### src/rtl/sdram_arbiter.sv
// Central SDRAM command-bus arbiter: init sequencer, write engine and read engine share the pins,
// and the arbiter owns the auto-refresh timer. Priority is refresh > write > read.
module sdram_arbiter #(
    parameter int REF_PERIOD = 780,
    parameter int TRFC       = 7,
    parameter int ADDR_WIDTH = 12
) (
    input  logic                  clk,
    input  logic                  rst_n,
    input  logic                  init_done,
    input  logic [3:0]            init_cmd,
    input  logic [ADDR_WIDTH-1:0] init_addr,
    input  logic                  wr_rq,
    input  logic                  wr_end_flag,
    input  logic [3:0]            wr_cmd,
    input  logic [ADDR_WIDTH-1:0] wr_addr,
    input  logic [1:0]            wr_bank_addr,
    output logic                  wr_en,
    input  logic                  rd_rq,
    input  logic                  rd_end_flag,
    input  logic [3:0]            rd_cmd,
    input  logic [ADDR_WIDTH-1:0] rd_addr,
    input  logic [1:0]            rd_bank_addr,
    output logic                  rd_en,
    output logic                  ref_rq,
    output logic                  sdram_cke,
    output logic [3:0]            sdram_cmd,
    output logic [ADDR_WIDTH-1:0] sdram_addr,
    output logic [1:0]            sdram_bank
);

    localparam int RCW = (REF_PERIOD > 1) ? $clog2(REF_PERIOD) : 1;
    localparam int ACW = (TRFC > 1) ? $clog2(TRFC) : 1;
    localparam logic [RCW-1:0] REF_LAST  = RCW'(REF_PERIOD - 1);
    localparam logic [ACW-1:0] AREF_LAST = ACW'(TRFC - 1);
    localparam logic [3:0]     CMD_NOP   = 4'b0111;
    localparam logic [3:0]     CMD_AREF  = 4'b0001;

    typedef enum logic [2:0] {
        ST_INIT  = 3'd0,
        ST_ARBIT = 3'd1,
        ST_AREF  = 3'd2,
        ST_WRITE = 3'd3,
        ST_READ  = 3'd4
    } state_t;

    state_t         state_r;
    logic [RCW-1:0] ref_cnt_r;
    logic [ACW-1:0] aref_cnt_r;
    logic           ref_rq_r;
    logic           wr_en_r;
    logic           rd_en_r;
    logic           ref_wrap_s;
    logic           enter_aref_s;

    assign ref_wrap_s   = init_done && (ref_cnt_r == REF_LAST);
    assign enter_aref_s = (state_r == ST_ARBIT) && ref_rq_r;

    assign wr_en     = wr_en_r;
    assign rd_en     = rd_en_r;
    assign ref_rq    = ref_rq_r;
    assign sdram_cke = 1'b1;

    // Refresh timer, sticky refresh request and the arbitration state machine.
    always_ff @(posedge clk or negedge rst_n) begin
        if (!rst_n) begin
            state_r    <= ST_INIT;
            ref_cnt_r  <= '0;
            aref_cnt_r <= '0;
            ref_rq_r   <= 1'b0;
            wr_en_r    <= 1'b0;
            rd_en_r    <= 1'b0;
        end else begin
            wr_en_r <= 1'b0;
            rd_en_r <= 1'b0;

            if (!init_done || ref_wrap_s) begin
                ref_cnt_r <= '0;
            end else begin
                ref_cnt_r <= ref_cnt_r + 1'b1;
            end

            // Entering AREF services the request; a coincident wrap must not queue a second one.
            if (enter_aref_s) begin
                ref_rq_r <= 1'b0;
            end else if (ref_wrap_s) begin
                ref_rq_r <= 1'b1;
            end else begin
                ref_rq_r <= ref_rq_r;
            end

            case (state_r)
                ST_INIT: begin
                    if (init_done) begin
                        state_r <= ST_ARBIT;
                    end
                end
                ST_ARBIT: begin
                    if (ref_rq_r) begin
                        state_r    <= ST_AREF;
                        aref_cnt_r <= '0;
                    end else if (wr_rq) begin
                        state_r <= ST_WRITE;
                        wr_en_r <= 1'b1;
                    end else if (rd_rq) begin
                        state_r <= ST_READ;
                        rd_en_r <= 1'b1;
                    end else begin
                        state_r <= ST_ARBIT;
                    end
                end
                ST_AREF: begin
                    if (aref_cnt_r == AREF_LAST) begin
                        state_r    <= ST_ARBIT;
                        aref_cnt_r <= '0;
                    end else begin
                        aref_cnt_r <= aref_cnt_r + 1'b1;
                    end
                end
                ST_WRITE: begin
                    if (wr_end_flag) begin
                        state_r <= ST_ARBIT;
                    end
                end
                ST_READ: begin
                    if (rd_end_flag) begin
                        state_r <= ST_ARBIT;
                    end
                end
                default: begin
                    state_r <= ST_INIT;
                end
            endcase
        end
    end

    // Pin mux: engines already drive registered cmd/addr, so they pass straight through.
    always_comb begin
        sdram_cmd  = CMD_NOP;
        sdram_addr = '0;
        sdram_bank = 2'b00;
        case (state_r)
            ST_INIT: begin
                sdram_cmd  = init_cmd;
                sdram_addr = init_addr;
                sdram_bank = 2'b00;
            end
            ST_ARBIT: begin
                sdram_cmd  = CMD_NOP;
                sdram_addr = '0;
                sdram_bank = 2'b00;
            end
            ST_AREF: begin
                sdram_cmd  = (aref_cnt_r == '0) ? CMD_AREF : CMD_NOP;
                sdram_addr = '0;
                sdram_bank = 2'b00;
            end
            ST_WRITE: begin
                sdram_cmd  = wr_cmd;
                sdram_addr = wr_addr;
                sdram_bank = wr_bank_addr;
            end
            ST_READ: begin
                sdram_cmd  = rd_cmd;
                sdram_addr = rd_addr;
                sdram_bank = rd_bank_addr;
            end
            default: begin
                sdram_cmd  = CMD_NOP;
                sdram_addr = '0;
                sdram_bank = 2'b00;
            end
        endcase
    end

endmodule

### config.mk
export PLATFORM = sky130hd
export DESIGN_NAME = sdram_arbiter
export DESIGN_NICKNAME = d
export VERILOG_FILES = /design/src/rtl/sdram_arbiter.sv
export SDC_FILE = /design/constraint.sdc
export NUM_CORES = 1
export LEC_CHECK = 0
export ABC_CLOCK_PERIOD_IN_PS = 2150
export CORE_ASPECT_RATIO = 0.6
export CORE_UTILIZATION = 39
export CTS_BUF_LIST = sky130_fd_sc_hd__clkbuf_8
export DETAILED_ROUTE_END_ITERATION = 16
export MAX_ROUTING_LAYER = met4
export PLACE_DENSITY = 0.92
export SLEW_MARGIN = 20
export SYNTH_ARGS = -nofsm -noshare
export SYNTH_HDL_FRONTEND = slang
export SYNTH_SLANG_ARGS = --single-unit
### constraint.sdc
create_clock -name clk -period 2.15 [get_ports clk]
set_input_delay 0.215 -clock clk [delete_from_list [all_inputs] [get_ports clk]]
set_output_delay 0.215 -clock clk [all_outputs]
set_load 0.005 [all_outputs]
==> impl_metrics.tcl <==
set metrics [dict create \
    status "finished, final reports clean" \
    wirelength_um 4195 \
    ys_ff_latch 19 \
    synth_enable_flop_cells 0 \
    final_nets 282 \
    worst-setup-path-type "reg2out" \
    grt_first_pass_wirelength_um 5940 \
    io_pins 81 \
    postLayoutCoreUtil 0.6951 \
    worstPathRequired_ns 1.93 \
    reg2reg_slack_ns 0.35 \
    post_drt_wl_per_cell_um 15.77 \
    ff2ff_path_depth 4 \
    rows 16 \
    fmax_ghz 0.4810 \
    start_util 0.4135 \
    wl_met2_um 1982 \
    top_layer_used "met4" \
    overflow 0 \
    die_h_um 47.70 \
    cts_made_buffers 3 \
    area_delta_synth_final_pct 68.11 \
    worst_r2r_startpoint "ref_cnt_r[1]" \
    yosys.area.top_type "dfrtp_1" \
    tightest_slew_ns 0.5873 \
    ys_types 44 \
    pwr-share-clk 0.121 \
    synth.avg_cell_area_um2 9.560 \
    via_count 1429 \
    maxSlewViolCount 0 \
    vdd_drop_max_mv 0.3842 \
    wl_met1_um 1883 \
    setup_viol 0 \
    period_needed_ns 2.079 \
    finalHoldViolCount 0 \
    cts_sinks 19 \
    synth_seq_area_share 0.3502 \
    seqPwrFrac 0.272 \
    slew_headroom 0.6071 \
    crit_path_start "state_r[2]" \
    synth_area_leaders "dfrtp_1 (35%), mux2i_1 (10%), o2bb2ai_1 (8.4%)" \
    ctsRootBufferMaster "clkbuf_8" \
    synthFlopType "dfrtp_1" \
    ant_nets 0 \
    async_reset_ff_frac 1.000 \
    p_total_w 0.001953 \
    critPathCaptureType "output port" \
    vias_per_cell 5.372 \
    p_int_w 0.001268 \
    switching_power_w 0.0006849 \
    syn-num-nets 202 \
    met3_length_um 305 \
    io_buffer_count 79 \
    fin_crit_sh 0.9671 \
    syn_area_um2 1358 \
    antenna_found_initial 0 \
    insertedDiodeCount 0 \
    track_usage 0.2212 \
    worstPathMaxFanout 10 \
    switching_share 0.3507 \
    ys_warn_count 0 \
    final_layout_size_suffix_gt1_frac 0.09955 \
    arrival_ns 1.86 \
    cts.path.max_buffers 2 \
    die_area_um2 3728 \
    start_kind "flop" \
    core_um2 3283 \
    clk_pin_slew_ns 0.07 \
    p_comb_frac 0.607 \
    synthCells 142 \
    drc 0 \
    die_x_um 78.17 \
    hpwl_um 3122 \
    cts_htree_levels 1 \
    drt_iter0_markers 121 \
    synth_most_common_cell "dfrtp_1" \
    clock_latency_ns 0.25 \
    drtPass1Iterations 4 \
    skew_ns 0.0005080 \
    grt_pass1_vias 1296 \
    synthTopCellsByCount "dfrtp_1 (19), mux2i_1 (14), o2bb2ai_1 (13), nand2_1 (9), a21oi_1 (7)" \
    gp_congestion 0.8416 \
    powerDensity_nw_per_um2 855.9 \
    leakagePower_nw 0.8546 \
    hold_class "in2async" \
    fill_cells 247 \
    tritoncts "built" \
    cap_viol_max_count 0 \
    grt_max_degree 20 \
    synth_top_cell_area_share 0.3502 \
]
==> flip-flops by register name (all words and copies together) (netlist names) <==
signal and flops:
aref_cnt_r 3, ref_rq 1, ref_cnt_r 10, state_r 3, rd_en 1, wr_en 1
==> power groups by stage <==
stage	combinational (W)	clock (W)	sequential (W)
6_report	0.00119	0.000237	0.000530
4_1_cts	0.00111	0.000245	0.000522
3_5_place_dp	0.00110	0	0.000523
5_1_grt	0.00130	0.000263	0.000544
2_1_floorplan	0.000583	0	0.000468
3_3_place_gp	0.00107	0	0.000516
==> layout by cell type (no fill, tap or decap), types with 3 or more instances in the layout <==
cell type and n:
nand3_1 4, nand2_1 9, inv_1 3, mux2_2 3, buf_4 4, a21oi_1 7
dfrtp_2 4, o21ai_0 6, dfrtp_1 15, nor3b_1 3, clkdlybuf4s50_1 79, nor2_1 5
clkbuf_8 3, or3_1 4, nand2b_1 4, o2bb2ai_1 13, mux2i_1 14
==> final cells by class <==
class	count	area, um2	share of cell area
Timing Repair Buffer	86	855.8	0.3750
Multi-Input combinational cell	110	837.1	0.3668
Sequential cell	19	480.5	0.2105
Tap cell	45	56.30	0.02467
Clock buffer	3	41.29	0.01809
Inverter	2	7.507	0.003289
Clock inverter	1	3.754	0.001645
==> metrics by stage <==
stage          hold slack, ns  cells  TNS [ns]  setup slack [ns]  instance area [um2]
4_1_cts                0.2908    264         0          0.008019                 2240
6_report               0.2883    266         0           0.07081                 2282
2_1_floorplan        -0.08059    142         0            0.5905                 1358
3_3_place_gp           0.4796    260         0            0.2820                 2192
3_5_place_dp           0.4809    260         0            0.2144                 2192
5_1_grt                0.2935    266  -0.01782          -0.01454                 2282
==> cell families (layout without fill, tap and decap cells) <==
| logic type | after synthesis | count (layout) | synth area share |
|---|---|---|---|
| multiplexers | 17 | 17 | 0.1281 |
| other | 1 | 1 | 0.002762 |
| AO/OA/AOI/OAI | 43 | 43 | 0.2525 |
| XOR/XNOR | 3 | 3 | 0.01936 |
| adder cells (fa/ha/maj) | 1 | 1 | 0.009215 |
| buffers and inverters | 13 | 92 | 0.04240 |
| flip-flops | 19 | 19 | 0.3502 |
| AND/OR/NAND/NOR | 45 | 45 | 0.1954 |
==> worst max-delay path, stage by stage (launching register included) <==
cell and delay (ns):
dfrtp_2 0.48, buf_6 0.17, nand2_1 0.08, o211ai_1 0.13, a221o_1 0.29, clkdlybuf4s50_1 0.45
==> path summary, 6_finish.rpt <==
| path | end |
|---|---|
| max | sdram_cmd[2] |
| min | ref_cnt_r[7] |
| max reg2reg | ref_cnt_r[1] |
| min reg2reg | ref_cnt_r[0] |
| max in group asynchronous | state_r[2] |
| min in group clk | ref_cnt_r[0] |
==> what timing repair did <==
action                                  4_1_cts  5_1_grt
endpoints found under the setup margin       13       15
hold buffers                                  0        0
resized for setup                             2        7
buffers inserted                              0        2
gates cloned                                  0        0
==> metal layers <==
layer	GRT usage	vias up
li1	-	699
met1	0.2877	668
met2	0.3456	58
met3	0.06667	4
met4	0.04815	0
met5	-	-
No activity file was read; power rests on OpenSTA's default activity.
